===== src/rtl/pattern_dp_sched.sv =====
// pattern_dp_sched: time-multiplexes one registered pattern datapath between
// NUM_REQ requesters. A round-robin arbiter grants one request and drives its
// vector onto dp_in. The block then waits SETTLE cycles, captures dp_out, and
// returns it on a valid/ready response tagged with the requester id.
//
// Ports:
//   blif_clk_net    clock; all state updates on the rising edge
//   blif_reset_net  synchronous active-high reset
//   req_valid/req_vec/req_ready   per-requester request, one-hot grant
//   dp_in / dp_out  datapath drive vector and datapath result
//   rsp_valid/rsp_ready/rsp_id/rsp_data   response port
//   busy            high whenever the scheduler is not idle
// Optional build macro PATTERN_DP_SIG_EN adds sig_clr (in) and sig (out), a
// 16-bit MISR over every accepted response.
module pattern_dp_sched #(
  parameter int unsigned NUM_REQ = 4,
  parameter int unsigned IN_W    = 11,
  parameter int unsigned OUT_W   = 9,
  parameter int unsigned SETTLE  = 2,
  parameter int unsigned ID_W    = 2
) (
  input  logic                    blif_clk_net,
  input  logic                    blif_reset_net,
  input  logic [NUM_REQ-1:0]      req_valid,
  input  logic [NUM_REQ*IN_W-1:0] req_vec,
  output logic [NUM_REQ-1:0]      req_ready,
  output logic [IN_W-1:0]         dp_in,
  input  logic [OUT_W-1:0]        dp_out,
  output logic                    rsp_valid,
  input  logic                    rsp_ready,
  output logic [ID_W-1:0]         rsp_id,
  output logic [OUT_W-1:0]        rsp_data,
  output logic                    busy
`ifdef PATTERN_DP_SIG_EN
  ,
  input  logic                    sig_clr,
  output logic [15:0]             sig
`endif
);

  localparam int unsigned CNT_W = (SETTLE < 1) ? 1 : $clog2(SETTLE + 1);

  typedef enum logic [1:0] {ST_IDLE, ST_WAIT, ST_RESP} state_e;

  state_e              state_q;
  logic [CNT_W-1:0]    cnt_q;
  logic [ID_W-1:0]     rr_ptr_q;
  logic [ID_W-1:0]     rr_ptr_d;
  logic [IN_W-1:0]     dp_in_q;
  logic                rsp_valid_q;
  logic [ID_W-1:0]     rsp_id_q;
  logic [OUT_W-1:0]    rsp_data_q;
  logic                busy_q;

  logic [NUM_REQ-1:0]  grant_c;
  logic [ID_W-1:0]     grant_idx_c;
  logic [IN_W-1:0]     sel_vec_c;
  logic                found_c;
  logic                rsp_hs_c;

  // Round-robin search: first valid at or above rr_ptr, then wrap to below it.
  always_comb begin
    grant_c     = '0;
    grant_idx_c = '0;
    sel_vec_c   = '0;
    found_c     = 1'b0;
    for (int i = 0; i < int'(NUM_REQ); i++) begin
      if (!found_c && (i >= int'(rr_ptr_q)) &&
          ((req_valid & (NUM_REQ'(1) << i)) != '0)) begin
        found_c     = 1'b1;
        grant_c     = NUM_REQ'(1) << i;
        grant_idx_c = ID_W'(i);
        sel_vec_c   = IN_W'(req_vec >> (i * int'(IN_W)));
      end
    end
    for (int i = 0; i < int'(NUM_REQ); i++) begin
      if (!found_c && (i < int'(rr_ptr_q)) &&
          ((req_valid & (NUM_REQ'(1) << i)) != '0)) begin
        found_c     = 1'b1;
        grant_c     = NUM_REQ'(1) << i;
        grant_idx_c = ID_W'(i);
        sel_vec_c   = IN_W'(req_vec >> (i * int'(IN_W)));
      end
    end
    // Grants are only offered while idle.
    if (state_q != ST_IDLE) begin
      grant_c = '0;
      found_c = 1'b0;
    end
  end

  assign rr_ptr_d = (grant_idx_c == ID_W'(NUM_REQ - 1)) ? '0 : grant_idx_c + ID_W'(1);
  assign rsp_hs_c = (state_q == ST_RESP) && rsp_ready;

  // Scheduler FSM with registered datapath drive and response outputs.
  always_ff @(posedge blif_clk_net) begin
    if (blif_reset_net) begin
      state_q     <= ST_IDLE;
      cnt_q       <= '0;
      rr_ptr_q    <= '0;
      dp_in_q     <= '0;
      rsp_valid_q <= 1'b0;
      rsp_id_q    <= '0;
      rsp_data_q  <= '0;
      busy_q      <= 1'b0;
    end else begin
      case (state_q)
        ST_IDLE: begin
          if (found_c) begin
            dp_in_q  <= sel_vec_c;
            rsp_id_q <= grant_idx_c;
            rr_ptr_q <= rr_ptr_d;
            cnt_q    <= CNT_W'(SETTLE);
            busy_q   <= 1'b1;
            state_q  <= ST_WAIT;
          end
        end
        ST_WAIT: begin
          cnt_q <= cnt_q - CNT_W'(1);
          // Last settle cycle: dp_out now reflects dp_in.
          if (cnt_q == CNT_W'(1)) begin
            rsp_data_q  <= dp_out;
            rsp_valid_q <= 1'b1;
            state_q     <= ST_RESP;
          end
        end
        ST_RESP: begin
          if (rsp_hs_c) begin
            rsp_valid_q <= 1'b0;
            busy_q      <= 1'b0;
            state_q     <= ST_IDLE;
          end
        end
        default: state_q <= ST_IDLE;
      endcase
    end
  end

  assign req_ready = grant_c;
  assign dp_in     = dp_in_q;
  assign rsp_valid = rsp_valid_q;
  assign rsp_id    = rsp_id_q;
  assign rsp_data  = rsp_data_q;
  assign busy      = busy_q;

`ifdef PATTERN_DP_SIG_EN
  logic [15:0] sig_q;
  logic        sig_fb_c;

  // Feedback taps for x^16 + x^12 + x^5 + 1.
  assign sig_fb_c = sig_q[15] ^ sig_q[11] ^ sig_q[4];

  // Response signature; clear takes priority over an accepted response.
  always_ff @(posedge blif_clk_net) begin
    if (blif_reset_net || sig_clr) begin
      sig_q <= 16'hFFFF;
    end else if (rsp_hs_c) begin
      sig_q <= {sig_q[14:0], sig_fb_c} ^ 16'(rsp_data_q);
    end
  end

  assign sig = sig_q;
`endif

endmodule


===== config.mk =====
export PLATFORM = sky130hd
export DESIGN_NAME = pattern_dp_sched
export DESIGN_NICKNAME = d
export VERILOG_FILES = /design/src/rtl/pattern_dp_sched.sv
export SDC_FILE = /design/constraint.sdc
export NUM_CORES = 1
export LEC_CHECK = 0
export CAP_MARGIN = 20
export CORE_MARGIN = 2
export CORE_UTILIZATION = 55
export DETAILED_ROUTE_END_ITERATION = 8
export DONT_BUFFER_PORTS = 1
export MAX_ROUTING_LAYER = met4
export PLACE_DENSITY = 0.66
export SLEW_MARGIN = 30
export SYNTH_ARGS = -nofsm -noshare
export SYNTH_HDL_FRONTEND = slang
export SYNTH_SLANG_ARGS = --single-unit

===== constraint.sdc =====
create_clock -name blif_clk_net -period 2.4 [get_ports blif_clk_net]
set_clock_uncertainty 0.15 [all_clocks]
set_input_delay 0.36 -clock blif_clk_net [delete_from_list [all_inputs] [get_ports blif_clk_net]]
set_output_delay 0.36 -clock blif_clk_net [all_outputs]
set_load 0.1 [all_outputs]

=== After elaboration in Yosys (flattened, before gate mapping) ===
Cells that the tools add are included.

* Muxes and demuxes: 41
* Reduce and logical (&&, ||, !) cells: 30
* Equality and inequality tests: 7
* Add/subtract/negate cells: 2
* Magnitude comparators: 6

{| class="wikitable"
|+ Operators by type and width
! cell !! count
|-
| $mux 11 || 7
|-
| $mux 2 || 11
|-
| $mux 4 || 5
|-
| $logic_and 1x1->1 || 13
|-
| $mux 1 || 13
|-
| $reduce_and 3->1 || 3
|-
| $reduce_bool 2->1 || 4
|-
| $logic_not 1->1 || 6
|-
| $ne 2x2->1 const B || 3
|-
| $pmux 2 s3 || 1
|-
| $reduce_and 2->1 || 3
|-
| $eq 2x1->1 const B || 2
|-
| $eq 2x2->1 const B || 2
|-
| $ge 1x2->1 const A || 2
|-
| $lt 1x2->1 const A || 2
|-
| $pmux 1 s2 || 2
|-
| $pmux 2 s2 || 1
|-
| $mux 3 || 1
|-
| $add 2x1->2 const B || 1
|-
| $ge 2x2->1 const A || 1
|-
| $logic_not 2->1 || 1
|-
| $lt 2x2->1 const A || 1
|-
| $sub 2x1->2 const B || 1
|}

* Word-level logic and storage cells: 94
* Output and inout port bits: 28
* Register bits after elaboration: 30
* Input port bits: 60

=== Longest topological paths before layout ===
* Word-level depth: 29
* Depth in mapped cells: 7
* Mapped depth without buffers: 6

=== Least setup slack after synthesis ===
OpenSTA, ideal clock, no wires.

* Path kind: input-to-output
* Start point: in req_valid[1]
* End point: out req_ready[0]
* Arrival time: 2.531 ns
* Path buffers: 2
* Path slack: -0.641 ns
* Cell stages on the path: 7
* Required time: 1.890 ns
* Path through: buf_2 -> o21bai_1 -> a2bb2oi_1 -> nor3b_2 -> buf_2 -> a31oi_1 -> nor2_1

* Longest elaborated chain between the ends: 22
* Elaborated cells on any way between the ends: 27
* Classes of those cells: mux (12); reduce/logical (15)

{| class="wikitable"
|+ RTL lines
! what !! RTL line !! source
|-
| start, declared || 24 || <nowiki>input logic [NUM_REQ-1:0] req_valid,</nowiki>
|-
| $logic_and 1x1->1 || 68 || <nowiki>if (!found_c && (i >= int'(rr_ptr_q)) &&</nowiki>
|-
| $mux 1 || 68 ||
|-
| $logic_not 1->1 || 68 ||
|-
| $logic_and 1x1->1 (2 in series) || 68 ||
|-
| $mux 1 || 68 ||
|-
| $logic_not 1->1 || 68 ||
|-
| $logic_and 1x1->1 || 68 ||
|-
| $mux 1 || 68 ||
|-
| (+3 left out) || -- ||
|-
| $mux 1 || 77 || <nowiki>if (!found_c && (i < int'(rr_ptr_q)) &&</nowiki>
|-
| $logic_not 1->1 || 77 ||
|-
| $logic_and 1x1->1 (2 in series) || 77 ||
|-
| $mux 1 || 77 ||
|-
| $logic_not 1->1 || 77 ||
|-
| $logic_and 1x1->1 (2 in series) || 77 ||
|-
| $mux 4 (*) || 77 ||
|-
| $mux 4 (*) || 86 || <nowiki>if (state_q != ST_IDLE) begin</nowiki>
|-
| end, declared || 26 || <nowiki>output logic [NUM_REQ-1:0] req_ready,</nowiki>
|}

Every way passes the cells marked *; elsewhere a longest branch is shown, timed or not.

=== Worst setup path after layout ===
* Start point: reg rr_ptr_q[0]
* End point: out req_ready[2]

* Longest elaborated chain between the ends: 27
* Elaborated cells on any way between the ends: 36
* Classes of those cells: order compare (6); mux (12); reduce/logical (18)

{| class="wikitable"
|+ RTL lines
! what !! RTL line !! source
|-
| start, declared || 47 || <nowiki>logic [ID_W-1:0] rr_ptr_q;</nowiki>
|-
| start signal, assigned || 112 || <nowiki>rr_ptr_q <= rr_ptr_d;</nowiki>
|-
| $ge 1x2->1 || 68 ||
|-
| $logic_and 1x1->1 || 68 ||
|-
| $mux 1 || 68 ||
|-
| $logic_not 1->1 || 68 ||
|-
| $logic_and 1x1->1 (2 in series) || 68 ||
|-
| $mux 1 || 68 ||
|-
| $logic_not 1->1 || 68 ||
|-
| $logic_and 1x1->1 (2 in series) || 68 ||
|-
| (+7 left out) || -- ||
|-
| $mux 1 || 77 ||
|-
| $logic_not 1->1 || 77 ||
|-
| $logic_and 1x1->1 (2 in series) || 77 ||
|-
| $mux 1 || 77 ||
|-
| $logic_not 1->1 || 77 ||
|-
| $logic_and 1x1->1 (2 in series) || 77 ||
|-
| $mux 4 (*) || 77 ||
|-
| $mux 4 (*) || 86 ||
|}

Marked as above.

==> reports/summary.txt <==
========================================================================================================
Result of the run                                                                              completed
Depth of the worst hold-timing path                                                                    2
Post-Synthesis Cell Area                                                                       2030 um^2
Synth top cells by count                                                                    sky130_fd_sc_hd__a21oi_1 (31), sky130_fd_sc_hd__dfxtp_1 (30), sky130_fd_sc_hd__nand2_1 (27)
Die extent in x                                                                                  64.8 um
Sequential cell area                                                                            601 um^2
Tot Pwr                                                                                          1.87 mW
Area of the die                                                                                4200 um^2
Sinks on Clock Net                                                                                    30
Area of the core                                                                               3610 um^2
Depth of the worst register-to-register path                                                           7
Routed via count divided by cell count                                                              6.23
Boundary pin count                                                                                    88
Clk_lat worst skew                                                                               0.29 ns
Worst slew slack as a fraction of its limit                                                        53.4%
Max Clk Rate                                                                                     435 MHz
Total routing usage reported by global routing                                                     29.4%
Synthesized area divided by synthesized cell count                                             7.76 um^2
Number of setup violations in the final report                                                         0
Number of distinct library cells after synthesis                                                      37
Number of nets with antenna violations after detailed routing                                          0
Final HPWL DP                                                                                    4050 um
Final routed DRC violation total                                                                       0
Syn nets                                                                                             323
Final weighted congestion of routability-driven global placement                                   0.881
Starting density of the core                                                                       56.3%
Smallest setup slack after layout                                                              0.0995 ns
Final Net Count                                                                                      344
Total power per unit cell area                                                               765 nW/um^2
Diodes inserted                                                                                        0
Final worst-path cycle share                                                                       95.9%
Critical Setup Path Class                                                                   flop to output port
Final non-filler cell area                                                                     2450 um^2
Ys Warns                                                                                               0
Startpoint kind of the worst setup timing path                                                      flop
I/O Buffers                                                                                            0
Actual transition at the worst max-transition pin                                               0.697 ns
Total of flip-flops plus latches after synthesis                                                      30
Number of fill cells in the layout                                                                   336
Count of TritonRoute iterations in the first routing pass                                              4
Pin count of the biggest net entering global routing                                                  20
Most frequent cell after synthesis                                                          sky130_fd_sc_hd__a21oi_1
EDFF count, synth                                                                                      0
Hold Fails Final Rpt                                                                                   0
Placed Area                                                                                    2300 um^2
Clock period minus worst slack                                                                   2.30 ns
Clock tree from TritonCTS                                                                            yes
Setup repair after global routing missed its margin                                                false
Cell types with the largest area share after synthesis                                      sky130_fd_sc_hd__dfxtp_1 (30%), sky130_fd_sc_hd__a21oi_1 (7.6%), sky130_fd_sc_hd__mux2i_1 (5.4%)
H-tree lvl count                                                                                       2
Sequential cell area fraction in the yosys report                                                  29.6%
Post-place setup slack                                                                          0.472 ns
Ratio of cells with drive above 1 in the final layout                                              20.1%
Post-CTS clock slew at the launch and capture registers of the worst setup and hold paths        0.07 ns
Via count                                                                                           2070
Area Growth Syn to Fin                                                                             20.6%
Nature of the critical path endpoint                                                         output port
Height of the chip                                                                               64.8 um
Post-synth top area cell                                                                    sky130_fd_sc_hd__dfxtp_1
Per-cell routed wire length                                                                      17.5 um
Number of instances in the synthesized netlist                                                       262
Number of gates resized after CTS                                                                      0
CTS Root Buffer Type                                                                        sky130_fd_sc_hd__clkbuf_8
Fraction of synthesized cell area taken by the top area cell type                                  29.6%
Critical Path Fanout Max                                                                               8
Global-route wire length before repair                                                           9320 um
Primary FF master, synth                                                                    sky130_fd_sc_hd__dfxtp_1
Slew Limit Fails                                                                                       0
Inserted Clock Buffers                                                                                 5
Number of design-rule violations left by the first detailed-router iteration                         140
Data required time of the worst path                                                             1.89 ns
Leakage power of the design                                                                      1.10 nW
Multi-input combinational cell area                                                            1270 um^2
Number of global-route vias before repair                                                           1987
Gr ovfl total                                                                                          0
Peak supply drop                                                                                0.422 mV
Overall routed net length                                                                        5820 um
Synth async-reset ratio                                                                               0%
Hold Crit Class                                                                             input port to flop
Number of antenna violations at the first check in global routing                                      0
Standard-cell rows                                                                                    22
CP arrival                                                                                       1.79 ns
Max-cap check violation count                                                                          0
Longest Clk Path Bufs                                                                                  2
========================================================================================================
[where the power goes]
part | internal, mW | total, mW | leakage [nW] | switching [mW]
clock | 0.443 | 0.646 | 0.0714 | 0.204
sequential | 0.541 | 0.562 | 0.247 | 0.0219
combinational | 0.195 | 0.665 | 0.782 | 0.470
[path summary, 6_finish.rpt]
check	startpoint	end	slack (ns)
worst min register to register	rsp_data[8]	rsp_data[8]	0.30
worst max-delay path	rr_ptr_q[0]	req_ready[2]	0.1
worst min-delay path	dp_out[8]	rsp_data[8]	0.06
worst max register to register	rr_ptr_q[0]	dp_in[5]	0.48
[placed cells by master (no fill, tap or decap), types with 3 or more instances in the layout]
cell	Yosys	routed
sky130_fd_sc_hd__o21ai_0	3	3
sky130_fd_sc_hd__nand3_1	3	3
sky130_fd_sc_hd__inv_1	16	16
sky130_fd_sc_hd__nor2_1	24	21
sky130_fd_sc_hd__a221oi_1	10	10
sky130_fd_sc_hd__and3b_1	11	11
sky130_fd_sc_hd__nand2b_1	4	4
sky130_fd_sc_hd__o21bai_1	3	3
sky130_fd_sc_hd__o22ai_1	12	12
sky130_fd_sc_hd__dfxtp_1	30	30
sky130_fd_sc_hd__nand2_1	27	27
sky130_fd_sc_hd__clkbuf_8	0	6
sky130_fd_sc_hd__buf_4	2	36
sky130_fd_sc_hd__a211o_1	11	11
sky130_fd_sc_hd__a31oi_1	12	12
sky130_fd_sc_hd__a21oi_1	31	31
sky130_fd_sc_hd__mux2i_1	11	11
sky130_fd_sc_hd__o32ai_1	11	11
[layout make-up]
type / count / area share (%)
Tap cell: 48 / 2.45
Clock inverter: 2 / 2.45
Timing Repair Buffer: 39 / 13.1
Multi-Input combinational cell: 191 / 51.7
Clock buffer: 6 / 3.37
Sequential cell: 30 / 24.5
Inverter: 16 / 2.45
[cell families (layout without fill, tap and decap cells)]
family / after synthesis / in the layout / synth area share, %
fa+ha+maj: 1 / 1 / 0.616
simple gates: 80 / 80 / 21.6
compound gates: 99 / 99 / 33.7
mux: 11 / 11 / 5.42
buf+inv: 41 / 63 / 9.05
flops: 30 / 30 / 29.6
[through the flow]
stage / utilization [%] / cells / hold slack, ns / setup TNS (ns)
2_1_floorplan: - / 262 / 0.290 / -0.187
3_3_place_gp: 63.7 / 323 / 0.284 / 0
3_5_place_dp: 63.7 / 323 / 0.286 / 0
4_1_cts: 67.9 / 332 / 0.0513 / 0
5_1_grt: 67.9 / 332 / 0.0644 / 0
6_report: 67.9 / 332 / 0.0580 / 0
[layer usage]
metal | track usage (%) | share of wire [%] | vias to the layer above
met5 | - | 0 | -
met4 | 11.7 | 1.7 | 0
met3 | 7.81 | 9.7 | 11
met2 | 44.6 | 46 | 97
met1 | 37.2 | 42 | 950
li1 | - | - | 1012
[worst max-delay path: stages (launching register included)]
cell and delay, ns:
sky130_fd_sc_hd__dfxtp_1 0.33, sky130_fd_sc_hd__nand2b_1 0.29, sky130_fd_sc_hd__a21oi_1 0.14, sky130_fd_sc_hd__o21ai_0 0.22, sky130_fd_sc_hd__and2_2 0.53
[state kept, by name, indices dropped and copies added (netlist names)]
signal,cells
rsp_data,9
cnt_q,2
rsp_id,2
rr_ptr_q,2
busy,1
dp_in,11
state_q,2
rsp_valid,1
[repair_timing]
action	in CTS	in global routing
hold buffers	1	0
endpoints found under the hold margin	18	0
buffers inserted	0	0
Power figures use the tool's default switching activity.
